## src/rtl/rvx_pkg.sv

```systemverilog
// Shared RVX definitions: RV32I opcodes, execute-class encodings, fetch-bundle
// field offsets and the decode-slot record used by the ID stage.
package rvx_pkg;

   localparam int BP_BIT = 64;
   localparam int PC_MSB = 63;
   localparam int PC_LSB = 32;

   localparam logic [6:0] OPC_LUI    = 7'b0110111;
   localparam logic [6:0] OPC_AUIPC  = 7'b0010111;
   localparam logic [6:0] OPC_JAL    = 7'b1101111;
   localparam logic [6:0] OPC_JALR   = 7'b1100111;
   localparam logic [6:0] OPC_BRANCH = 7'b1100011;
   localparam logic [6:0] OPC_LOAD   = 7'b0000011;
   localparam logic [6:0] OPC_STORE  = 7'b0100011;
   localparam logic [6:0] OPC_OPIMM  = 7'b0010011;
   localparam logic [6:0] OPC_OP     = 7'b0110011;
   localparam logic [6:0] OPC_FENCE  = 7'b0001111;
   localparam logic [6:0] OPC_SYSTEM = 7'b1110011;

   typedef enum logic [3:0] {
      CLS_ALU    = 4'd0,
      CLS_LUI    = 4'd1,
      CLS_AUIPC  = 4'd2,
      CLS_JAL    = 4'd3,
      CLS_JALR   = 4'd4,
      CLS_BRANCH = 4'd5,
      CLS_LOAD   = 4'd6,
      CLS_STORE  = 4'd7,
      CLS_FENCE  = 4'd8,
      CLS_SYSTEM = 4'd9
   } ex_class_e;

   typedef struct packed {
      logic [31:0] pc;
      logic [31:0] rs1_val;
      logic [31:0] rs2_val;
      logic [31:0] imm;
      logic [4:0]  rd;
      ex_class_e   cls;
      logic [3:0]  alu_op;
      logic        bp_taken;
      logic        illegal;
   } ex_slot_t;

endpackage

```

## src/rtl/stage_id_if.sv

```systemverilog
// Fetch, register-file, write-back and execute signals of the ID stage.
// Handshake: a transfer happens on a rising edge where valid and ready are both
// high; valid never waits on ready, and a producer holding valid keeps its data stable.
interface stage_id_if;
   logic        kill;
   logic        if_valid;
   logic [64:0] if_inst;
   logic        if_ready;
   logic [4:0]  rf_rs1_addr;
   logic [4:0]  rf_rs2_addr;
   logic [31:0] rf_rs1_data;
   logic [31:0] rf_rs2_data;
   logic        wb_we;
   logic [4:0]  wb_rd;
   logic [31:0] wb_data;
   logic        ex_valid;
   logic        ex_ready;
   logic [31:0] ex_pc;
   logic [31:0] ex_rs1_val;
   logic [31:0] ex_rs2_val;
   logic [31:0] ex_imm;
   logic [4:0]  ex_rd;
   logic [3:0]  ex_class;
   logic [3:0]  ex_alu_op;
   logic        ex_bp_taken;
   logic        ex_illegal;

   modport slave (
      input  kill, if_valid, if_inst, rf_rs1_data, rf_rs2_data,
             wb_we, wb_rd, wb_data, ex_ready,
      output if_ready, rf_rs1_addr, rf_rs2_addr, ex_valid, ex_pc,
             ex_rs1_val, ex_rs2_val, ex_imm, ex_rd, ex_class, ex_alu_op,
             ex_bp_taken, ex_illegal
   );

   modport master (
      output kill, if_valid, if_inst, rf_rs1_data, rf_rs2_data,
             wb_we, wb_rd, wb_data, ex_ready,
      input  if_ready, rf_rs1_addr, rf_rs2_addr, ex_valid, ex_pc,
             ex_rs1_val, ex_rs2_val, ex_imm, ex_rd, ex_class, ex_alu_op,
             ex_bp_taken, ex_illegal
   );
endinterface

```

## src/rtl/id_decoder.sv

```systemverilog
// Combinational RV32I decoder: class, register fields, operand usage,
// sign-extended immediate, ALU op and illegal-opcode flag.
module id_decoder
   import rvx_pkg::*;
(
   input  logic [31:0] inst_i,
   output ex_class_e   cls_o,
   output logic [4:0]  rd_o,
   output logic [4:0]  rs1_o,
   output logic [4:0]  rs2_o,
   output logic        uses_rs1_o,
   output logic        uses_rs2_o,
   output logic [31:0] imm_o,
   output logic [3:0]  alu_op_o,
   output logic        illegal_o
);

   logic [6:0]  opcode;
   logic [2:0]  funct3;
   logic [31:0] imm_i, imm_s, imm_b, imm_u, imm_j;

   assign opcode = inst_i[6:0];
   assign funct3 = inst_i[14:12];
   assign rs1_o  = inst_i[19:15];
   assign rs2_o  = inst_i[24:20];

   assign imm_i = {{20{inst_i[31]}}, inst_i[31:20]};
   assign imm_s = {{20{inst_i[31]}}, inst_i[31:25], inst_i[11:7]};
   assign imm_b = {{19{inst_i[31]}}, inst_i[31], inst_i[7], inst_i[30:25], inst_i[11:8], 1'b0};
   assign imm_u = {inst_i[31:12], 12'h000};
   assign imm_j = {{11{inst_i[31]}}, inst_i[31], inst_i[19:12], inst_i[20], inst_i[30:21], 1'b0};

   // Illegal opcodes decode as ALU, so they still count as reading rs1.
   assign uses_rs1_o = !(cls_o inside {CLS_LUI, CLS_AUIPC, CLS_JAL});

   always_comb begin
      cls_o      = CLS_ALU;
      rd_o       = inst_i[11:7];
      imm_o      = '0;
      alu_op_o   = '0;
      illegal_o  = 1'b0;
      uses_rs2_o = 1'b0;
      case (opcode)
         OPC_OP: begin
            alu_op_o   = {inst_i[30], funct3};
            uses_rs2_o = 1'b1;
         end
         OPC_OPIMM: begin
            imm_o    = imm_i;
            alu_op_o = {(funct3 == 3'b101) & inst_i[30], funct3};
         end
         OPC_LUI:    begin cls_o = CLS_LUI;    imm_o = imm_u; end
         OPC_AUIPC:  begin cls_o = CLS_AUIPC;  imm_o = imm_u; end
         OPC_JAL:    begin cls_o = CLS_JAL;    imm_o = imm_j; end
         OPC_JALR:   begin cls_o = CLS_JALR;   imm_o = imm_i; end
         OPC_LOAD:   begin cls_o = CLS_LOAD;   imm_o = imm_i; end
         OPC_SYSTEM: begin cls_o = CLS_SYSTEM; imm_o = imm_i; end
         OPC_BRANCH: begin
            cls_o      = CLS_BRANCH;
            imm_o      = imm_b;
            rd_o       = '0;
            uses_rs2_o = 1'b1;
         end
         OPC_STORE: begin
            cls_o      = CLS_STORE;
            imm_o      = imm_s;
            rd_o       = '0;
            uses_rs2_o = 1'b1;
         end
         OPC_FENCE: begin
            cls_o = CLS_FENCE;
            rd_o  = '0;
         end
         default: begin
            illegal_o = 1'b1;
            rd_o      = '0;
         end
      endcase
   end

endmodule

```

## src/rtl/stage_id.sv

```systemverilog
// RVX instruction-decode stage: one-entry slot between fetch and execute with
// load-use stall, write-back bypass at capture time and kill flush.
module stage_id
   import rvx_pkg::*;
#(
   parameter int XLEN = 32
) (
   input logic        clk,
   input logic        reset,
   stage_id_if.slave  bus
);

   logic [31:0]     inst;
   ex_class_e       dec_cls;
   logic [4:0]      dec_rd, dec_rs1, dec_rs2;
   logic            dec_uses_rs1, dec_uses_rs2, dec_illegal;
   logic [31:0]     dec_imm;
   logic [3:0]      dec_alu_op;
   logic [XLEN-1:0] rs1_val, rs2_val;
   logic            hazard, ready, accept;
   ex_slot_t        slot_q, slot_d;
   logic            valid_q, valid_d;

   assign inst = bus.if_inst[31:0];

   id_decoder u_dec (
      .inst_i     (inst),
      .cls_o      (dec_cls),
      .rd_o       (dec_rd),
      .rs1_o      (dec_rs1),
      .rs2_o      (dec_rs2),
      .uses_rs1_o (dec_uses_rs1),
      .uses_rs2_o (dec_uses_rs2),
      .imm_o      (dec_imm),
      .alu_op_o   (dec_alu_op),
      .illegal_o  (dec_illegal)
   );

   assign bus.rf_rs1_addr = dec_rs1;
   assign bus.rf_rs2_addr = dec_rs2;

   // Bypass only at capture; a held slot keeps the value it was loaded with.
   always_comb begin
      rs1_val = bus.rf_rs1_data;
      rs2_val = bus.rf_rs2_data;
      if (dec_rs1 == 5'd0)                             rs1_val = '0;
      else if (bus.wb_we && (bus.wb_rd == dec_rs1))    rs1_val = bus.wb_data;
      if (dec_rs2 == 5'd0)                             rs2_val = '0;
      else if (bus.wb_we && (bus.wb_rd == dec_rs2))    rs2_val = bus.wb_data;
   end

   assign hazard = valid_q && (slot_q.cls == CLS_LOAD) && (slot_q.rd != 5'd0) &&
                   ((dec_uses_rs1 && (dec_rs1 == slot_q.rd)) ||
                    (dec_uses_rs2 && (dec_rs2 == slot_q.rd)));
   assign ready  = !reset && (!valid_q || bus.ex_ready) && !hazard;
   assign accept = bus.if_valid && ready && !bus.kill && (inst != 32'd0);
   assign bus.if_ready = ready;

   always_comb begin
      slot_d  = slot_q;
      valid_d = valid_q;
      if (bus.kill) begin
         valid_d = 1'b0;
      end else if (accept) begin
         valid_d         = 1'b1;
         slot_d.pc       = bus.if_inst[PC_MSB:PC_LSB];
         slot_d.rs1_val  = rs1_val;
         slot_d.rs2_val  = rs2_val;
         slot_d.imm      = dec_imm;
         slot_d.rd       = dec_rd;
         slot_d.cls      = dec_cls;
         slot_d.alu_op   = dec_alu_op;
         slot_d.bp_taken = bus.if_inst[BP_BIT];
         slot_d.illegal  = dec_illegal;
      end else if (bus.ex_ready) begin
         valid_d = 1'b0;
      end
   end

   always_ff @(posedge clk) begin
      if (reset) begin
         slot_q  <= '0;
         valid_q <= 1'b0;
      end else begin
         slot_q  <= slot_d;
         valid_q <= valid_d;
      end
   end

   assign bus.ex_valid    = valid_q;
   assign bus.ex_pc       = slot_q.pc;
   assign bus.ex_rs1_val  = slot_q.rs1_val;
   assign bus.ex_rs2_val  = slot_q.rs2_val;
   assign bus.ex_imm      = slot_q.imm;
   assign bus.ex_rd       = slot_q.rd;
   assign bus.ex_class    = slot_q.cls;
   assign bus.ex_alu_op   = slot_q.alu_op;
   assign bus.ex_bp_taken = slot_q.bp_taken;
   assign bus.ex_illegal  = slot_q.illegal;

endmodule

```

## src/flat_wrapper.sv

```systemverilog
// flat-port wrapper written by rule: the top's interface ports become plain ports
module stage_id_flat import rvx_pkg::*;
#(
   parameter int XLEN = 32
)
  (clk, reset, bus_kill, bus_if_valid, bus_if_inst, bus_rf_rs1_data, bus_rf_rs2_data, bus_wb_we, bus_wb_rd, bus_wb_data, bus_ex_ready, bus_if_ready, bus_rf_rs1_addr, bus_rf_rs2_addr, bus_ex_valid, bus_ex_pc, bus_ex_rs1_val, bus_ex_rs2_val, bus_ex_imm, bus_ex_rd, bus_ex_class, bus_ex_alu_op, bus_ex_bp_taken, bus_ex_illegal);
  stage_id_if bus_i ();
  input logic clk;
  input logic reset;
  input wire logic [$bits(bus_i.kill)-1:0] bus_kill;
  input wire logic [$bits(bus_i.if_valid)-1:0] bus_if_valid;
  input wire logic [$bits(bus_i.if_inst)-1:0] bus_if_inst;
  input wire logic [$bits(bus_i.rf_rs1_data)-1:0] bus_rf_rs1_data;
  input wire logic [$bits(bus_i.rf_rs2_data)-1:0] bus_rf_rs2_data;
  input wire logic [$bits(bus_i.wb_we)-1:0] bus_wb_we;
  input wire logic [$bits(bus_i.wb_rd)-1:0] bus_wb_rd;
  input wire logic [$bits(bus_i.wb_data)-1:0] bus_wb_data;
  input wire logic [$bits(bus_i.ex_ready)-1:0] bus_ex_ready;
  output wire logic [$bits(bus_i.if_ready)-1:0] bus_if_ready;
  output wire logic [$bits(bus_i.rf_rs1_addr)-1:0] bus_rf_rs1_addr;
  output wire logic [$bits(bus_i.rf_rs2_addr)-1:0] bus_rf_rs2_addr;
  output wire logic [$bits(bus_i.ex_valid)-1:0] bus_ex_valid;
  output wire logic [$bits(bus_i.ex_pc)-1:0] bus_ex_pc;
  output wire logic [$bits(bus_i.ex_rs1_val)-1:0] bus_ex_rs1_val;
  output wire logic [$bits(bus_i.ex_rs2_val)-1:0] bus_ex_rs2_val;
  output wire logic [$bits(bus_i.ex_imm)-1:0] bus_ex_imm;
  output wire logic [$bits(bus_i.ex_rd)-1:0] bus_ex_rd;
  output wire logic [$bits(bus_i.ex_class)-1:0] bus_ex_class;
  output wire logic [$bits(bus_i.ex_alu_op)-1:0] bus_ex_alu_op;
  output wire logic [$bits(bus_i.ex_bp_taken)-1:0] bus_ex_bp_taken;
  output wire logic [$bits(bus_i.ex_illegal)-1:0] bus_ex_illegal;
  assign bus_i.kill = bus_kill;
  assign bus_i.if_valid = bus_if_valid;
  assign bus_i.if_inst = bus_if_inst;
  assign bus_i.rf_rs1_data = bus_rf_rs1_data;
  assign bus_i.rf_rs2_data = bus_rf_rs2_data;
  assign bus_i.wb_we = bus_wb_we;
  assign bus_i.wb_rd = bus_wb_rd;
  assign bus_i.wb_data = bus_wb_data;
  assign bus_i.ex_ready = bus_ex_ready;
  assign bus_if_ready = bus_i.if_ready;
  assign bus_rf_rs1_addr = bus_i.rf_rs1_addr;
  assign bus_rf_rs2_addr = bus_i.rf_rs2_addr;
  assign bus_ex_valid = bus_i.ex_valid;
  assign bus_ex_pc = bus_i.ex_pc;
  assign bus_ex_rs1_val = bus_i.ex_rs1_val;
  assign bus_ex_rs2_val = bus_i.ex_rs2_val;
  assign bus_ex_imm = bus_i.ex_imm;
  assign bus_ex_rd = bus_i.ex_rd;
  assign bus_ex_class = bus_i.ex_class;
  assign bus_ex_alu_op = bus_i.ex_alu_op;
  assign bus_ex_bp_taken = bus_i.ex_bp_taken;
  assign bus_ex_illegal = bus_i.ex_illegal;
  stage_id #(.XLEN(XLEN)) u_core (.clk(clk), .reset(reset), .bus(bus_i));
endmodule
```

## config.mk

```make
export PLATFORM = sky130hd
export DESIGN_NAME = stage_id_flat
export DESIGN_NICKNAME = d
export VERILOG_FILES = /design/src/rtl/rvx_pkg.sv /design/src/rtl/stage_id_if.sv /design/src/rtl/id_decoder.sv /design/src/rtl/stage_id.sv /design/src/flat_wrapper.sv
export SDC_FILE = /design/constraint.sdc
export NUM_CORES = 1
export LEC_CHECK = 0
export ABC_AREA = 1
export BUFFER_PORTS_ARGS = -buffer_cell sky130_fd_sc_hd__buf_2
export CORE_MARGIN = 3
export CORE_UTILIZATION = 52
export CTS_BUF_LIST = sky130_fd_sc_hd__clkbuf_4 sky130_fd_sc_hd__clkbuf_8
export CTS_CLUSTER_SIZE = 12
export DETAILED_ROUTE_END_ITERATION = 10
export GPL_TIMING_DRIVEN = 0
export PLACE_DENSITY = 0.83
export REMOVE_ABC_BUFFERS = 1
export SLEW_MARGIN = 10
export SYNTH_ARGS = -nofsm -noshare
export SYNTH_HDL_FRONTEND = slang
export SYNTH_SLANG_ARGS = --single-unit
```

## constraint.sdc

```tcl
create_clock -name clk -period 1.9 [get_ports clk]
set_input_delay 0.095 -clock clk [delete_from_list [all_inputs] [get_ports clk]]
set_output_delay 0.095 -clock clk [all_outputs]
set_load 0.005 [all_outputs]
```

======== Yosys cells after proc, flatten, opt, wreduce, memory -nomap -nowiden ========
Index checks and enable logic that the tools add are counted.
word-level totals
  bits in registers ....................... 144
  input bits .............................. 172
cells by class
  equal/unequal tests ..................... 20
  mux-type cells .......................... 12
  bitwise logic cells ..................... 2
  reduce and logical (&&, ||, !) cells .... 32
operator list
  operator            count
  $pmux 32 s5         1
  $mux 32             4
  $pmux 4 s9          1
  $reduce_bool 32->1  1
  $eq 7x7->1 const B  4
  $eq 7x6->1 const B  3
  $eq 5x5->1          4
  $eq 7x5->1 const B  2
  $logic_and 1x1->1   12
  $reduce_or 11->1    1
  $logic_not 5->1     2
  $eq 4x2->1 const B  2
  $pmux 4 s2          1
  $reduce_or 8->1     1
  $eq 7x2->1 const B  1
  $eq 7x4->1 const B  1
  $logic_not 1->1     5
  $mux 5              1
  $reduce_bool 5->1   1
  $eq 4x1->1 const B  1
  $eq 4x3->1 const B  1
  $mux 1              4
  $reduce_or 2->1     2
  $reduce_or 4->1     1
  other kinds (8)     9

======== Logic depth before layout (Yosys ltp) ========
  word-level depth ........................ 14
  gate-level depth with buffers ........... 16
  gate-level depth less buffers ........... 13

======== Modules after synthesis ========
Synthesis repeated with hierarchy kept, for this count alone.
unflattened totals
  cells, all modules ...................... 1495
  area, all modules ....................... 8735.9 um^2
modules (own cells, without submodules)
  module      times used  cells each  area each (um^2)
  stage_id    1           1305        7825.0
  id_decoder  1           190         910.9

======== Worst setup path before layout ========
No wires, ideal clock.
  path kind ............................... register to register
  from .................................... register u_core.slot_q (netlist bit u_core.bus.ex_rd[2])
  to ...................................... register u_core.slot_q (netlist bit u_core.bus.ex_pc[25])
  arrival ................................. 1.540 ns
  path slack .............................. 0.247 ns
  stages on the path, launching flop included .. 17
  path buffers ............................ 3
  clock period less this slack ............ 1.653 ns
  cells stage by stage .................... dfxtp_1 -> inv_1 -> nand2_1 -> nand2_1 -> nor2_1 -> nand2_1 -> nor2_1 -> nand2_1 -> nand2_1 -> nand2_2 -> nand3_2 -> buf_6 -> buf_6 -> buf_6 -> nand2_1 -> nand2_1 -> nor2_1
between the ends
  word-level cells in the longest chain between the ends .. 10
  elaborated cells on any way between the ends .. 14
ends and longest elaborated chain
  item                                         RTL line                        RTL
  start, declared                              stage_id.sv:21                  ex_slot_t slot_q, slot_d;
  start signal, assigned                       stage_id.sv:85                  slot_q <= slot_d;
  $eq 5x5->1, on equally long branches         stage_id.sv:53, stage_id.sv:54
  $logic_and 1x1->1, on equally long branches  stage_id.sv:53, stage_id.sv:54
  $logic_or 1x1->1                             stage_id.sv:53                  ((dec_uses_rs1 && (dec_rs1 == slot_q.rd)) ||
  $logic_and 1x1->1 *                          stage_id.sv:52                  assign hazard = valid_q && (slot_q.cls == CLS_LOAD) && (slot_q.rd != 5'd0) &&
  $logic_not 1->1 *                            stage_id.sv:55                  assign ready = !reset && (!valid_q || bus.ex_ready) && !hazard;
  $logic_and 1x1->1 *                          stage_id.sv:55
  $logic_and 1x1->1 * (3 in a row)             stage_id.sv:56                  assign accept = bus.if_valid && ready && !bus.kill && (inst != 32'd0);
  $reduce_and 2->1 (no source line) *          --
Every way passes the cells marked *; elsewhere a longest branch is shown, timed or not.
A chain may end at the register's enable or synchronous reset.

======== Worst setup path in the final report ========
  from .................................... register u_core.slot_q (netlist bit u_core.bus.ex_rd[2])
  to ...................................... register u_core.slot_q (netlist bit u_core.bus.ex_pc[23])
The elaborated chain is that of the path after synthesis.

==> results.txt <==
- Crit end category: register
* Maximum number of pins on one net before global-route repair: between 80 and 90
- The hold violation total from the final report came to 0.
* Share of synthesized cell area in and, or, nand and nor gates: 0.433
* DRC viols: 0
- The final reports fail on negative setup slack.
- The critical path goes through buf_6 -> xor2_1 -> nor2_1 -> nand3_1 -> nand2_2 -> nand2_4 -> nand3_4 -> buf_6 -> clkbuf_16 -> nor2_1 -> nor2_1.
- Clock root buffer: clkbuf_8
- Start point of the critical path: u_core.bus.ex_rd[2]
* Number of top-level pins: 327
- Vertical die dimension: 138 um
- Once placement finished, the instance area stood at 10,800 sq um.
- Path type of the worst setup path: register to register
* Count of different cell masters after synthesis: 30
- The H-tree was split into 4 levels.
- Of the total synthesized cell area, the portion taken by full adders, half adders and majority gates is 0.
* Skew final: 0.0147 ns
- Reg-to-reg critical path startpoint: u_core.bus.ex_rd[2]
- The Yosys step of the flow raised 0 warnings.
- The count of nets left with antenna violations once routing finished came out at 0.
- For this run the aggregate overflow at the end of global routing stands at 0.
- For this run, the register share of the synthesized area comes to 0.320.
- CTS saw 144 sinks.
- GR Util All Layers: 0.349
* Die X: 138 um
- Final number of setup-violating endpoints: 9
- The run finished, with violations left.
- Final WS setup: -0.0979 ns
- Worst max-slew margin expressed relative to the limit: 0.338
- Core Area: 16,800 sq um
* Layout fillers: between 1,000 and 1,500
- Antenna violations before repair: 4
- Crit path top cell by count: nor2_1
- Summing internal, switching and leakage power gives 7.58 mW.
- The routed layout has 11,600 vias.
- For the worst-skew pair, the clock arrives at the later sink with an insertion delay of 0.47 ns.
- Row generation in the floorplan step produced 47 rows.
- Dpl hpwl: around 20,000 um
- Count of input and output buffers: between 300 and 400
* Arrival time of the worst setup path: 2.35 ns
- Instance count of the mapped netlist: 1,570
- CP max stage delay: 0.36 ns
- Reported max-cap violation count: 0
- Of the cells placed in the final design, the portion with a size suffix greater than 1 is 0.265.
* Type of origin of the critical path: register
- Derived from the worst setup path, the maximum achievable clock frequency is 0.501 GHz.
- The initial utilization of the core area, before any placement, comes to 0.538.
- The number of max-slew violations in the final report is 0.
- Num CTS Buffers: 17
* Leakage power: 7.38 nW
- Final Cycle Share: 1.05
- Min-Delay Path Class: input port to register
* Clock transition time at the flip-flop clock pins of the worst setup and hold paths: 0.09 ns
- In the final routed layout, each cell accounts on average for 17.7 um.
* Minimum clock period after layout: 2.00 ns
- The startpoint identified for the worst hold timing path is bus_if_inst[10].
- RePlAce Congestion: roughly 0.95
- Of the total synthesized cell area, the portion taken by XOR and XNOR cells is 0.00389.
* CP required: around 2.3 ns
- Power density normalized to cell area: 604 nW/um^2
- Slowest CP cell: dfxtp_4
- Vias per Instance: 5.40
- Synthesized-area fraction occupied by ao, oa, aoi and oai cells: 0.0322
- The first global-routing pass estimated 52,200 um of wire.
* Number of iterations in the first detailed-routing pass: 6
* Final wirelength: 38,100 um
- Post-Synthesis Cell Area: 9020 sq um
- Setup repair after global routing could not meet its margin everywhere.
- At the pin with the least slew margin, the transition time is ~1 ns.
- Counting flops and latches in the post-synthesis netlist gives 144.
- Utilization after layout: 0.748
- Fraction of synthesized area in multiplexers: 0
* Largest family of logic cells by synthesized area: simple AND/OR/NAND/NOR gates
- Biggest fanout along the worst timing path: 15
* Bufs on Longest Clock Path: 2
* Synthesis-to-finish area growth: 39.1%
- Final nets: around 2,100
* DRT iter0 DRCs: 1,317
* CTS tree: built
- For flop-to-flop paths, the worst setup slack is -0.1 ns.
- Total die area: 19,000 sq um
* Avg Inst Size Synth: 5.74 sq um
* Summed area of non-filler cells in the final layout: around 13,000 sq um
- Maximum vdd drop: 0.443 mV
- The via count of the first global-routing pass is 10,500.
flip-flops by register name (all words and copies together) (netlist names):
signal	cells
u_core.bus.ex_rs2_val	32
u_core.bus.ex_valid	1
u_core.bus.ex_pc	32
u_core.bus.ex_alu_op	4
u_core.bus.ex_illegal	1
u_core.bus.ex_rd	5
u_core.bus.ex_bp_taken	1
u_core.bus.ex_class	4
u_core.bus.ex_rs1_val	32
u_core.bus.ex_imm	32
path summary, 6_finish.rpt:
kind                               endpoint  depth (start not counted)
setup / recovery       u_core.bus.ex_pc[23]                         11
hold / removal          u_core.bus.ex_rd[3]                          5
setup reg to reg       u_core.bus.ex_pc[23]                         11
hold reg to reg   u_core.bus.ex_rs2_val[27]                          4
cells by family (layout without fill, tap and decap cells):
kind of cell / Yosys count / in the layout
AO/OA/AOI/OAI: 54 / 54
XOR/XNOR: 4 / 4
buffers and inverters: 471 / 821
flip-flops: 144 / 144
AND/OR/NAND/NOR: 897 / 904
other: 0 / 5
metal layers:
| layer | GRT usage | share of wire | vias up |
|---|---|---|---|
| met5 | 0 | 0.00034 | - |
| met4 | 0.160 | 0.048 | 2 |
| met3 | 0.0811 | 0.12 | 167 |
| met2 | 0.584 | 0.47 | 843 |
| met1 | 0.425 | 0.36 | 5165 |
| li1 | - | - | 5450 |
Yosys cell counts (all sizes together):
library cell	instances	area, sq um
o211a	1	10.0
o21ai	29	145
nand4	153	957
nand2	414	1570
buf	43	299
nor3	2	10.0
nor4	1	6.26
dfxtp	144	2880
a21oi	18	93.8
xor2	3	26.3
nor2	243	927
inv	365	1370
clkbuf	63	236
nand3	81	415
a21boi	1	7.51
o211ai	1	7.51
o31ai	1	7.51
or2	2	12.5
nor3b	1	7.51
o22ai	3	18.8
xnor2	1	8.76
layout by cell type, fill, tap and decap left out, drive strengths merged:
master / synthesis / routed
clkbuf: 63 / 26
nor3b: 1 / 1
o211a: 1 / 1
diode: 0 / 5
or2: 2 / 2
o21ai: 29 / 29
dlygate4sd3: 0 / 46
nand3: 81 / 85
xnor2: 1 / 1
o22ai: 3 / 3
a21boi: 1 / 1
nor4: 1 / 1
a21oi: 18 / 18
xor2: 3 / 3
dfxtp: 144 / 144
bufbuf: 0 / 2
nand2: 414 / 414
o31ai: 1 / 1
buf: 43 / 368
clkinvlp: 0 / 3
clkinv: 0 / 3
nor3: 2 / 2
inv: 365 / 373
nor2: 243 / 246
nand4: 153 / 153
o211ai: 1 / 1
where the power goes:
group / internal, mW / switching [mW]
Sequential: 3.17 / 0.0930
Clock: 0.986 / 1.45
Combinational: 0.778 / 1.10
critical path: cells and delay by family (launching register included):
family | cells | cell delay (ns)
xor gates and xnor gates | 1 | 0.13
buffers and inverters | 3 | 0.51
DFF | 1 | 0.36
and+or+nand+nor | 7 | 0.86
stage by stage:
stage / hold WS [ns] / setup TNS (ns) / setup slack (ns) / std cells
floorplan: 0.190 / -763.30 / -5.44 / 1464
global placement: 0.316 / -1421.35 / -10.26 / 2010
detailed placement: 0.321 / -172.62 / -1.43 / 2023
CTS: 0.00377 / -0.426 / -0.0280 / 2128
global route: 0.0220 / -4.21 / -0.204 / 2150
finish: 0.0214 / -0.389 / -0.0979 / 2152
repair_timing:
| action | in CTS | in global routing |
|---|---|---|
| endpoints found under the setup margin | 144 | 145 |
| hold buffers | 46 | 0 |
| pin swaps | 7 | 25 |
| endpoints found under the hold margin | 45 | 0 |
| gates cloned | 13 | 12 |
| gates resized for setup | 21 | 88 |
| buffers inserted | 14 | 11 |
area by class of cell:
class / count / area, sq um / share of cell area
diodes: 5 / 12.5 / 0.000998
clock buffers: 18 / 248 / 0.0198
clock inverters: 14 / 123 / 0.00978
inverters: 365 / 1380 / 0.110
multi-input cells: 962 / 4620 / 0.368
flip-flops and latches: 144 / 2900 / 0.231
well taps: 220 / 275 / 0.0219
repair buffers: 424 / 3000 / 0.239
No activity file was read; power rests on OpenSTA's default activity.
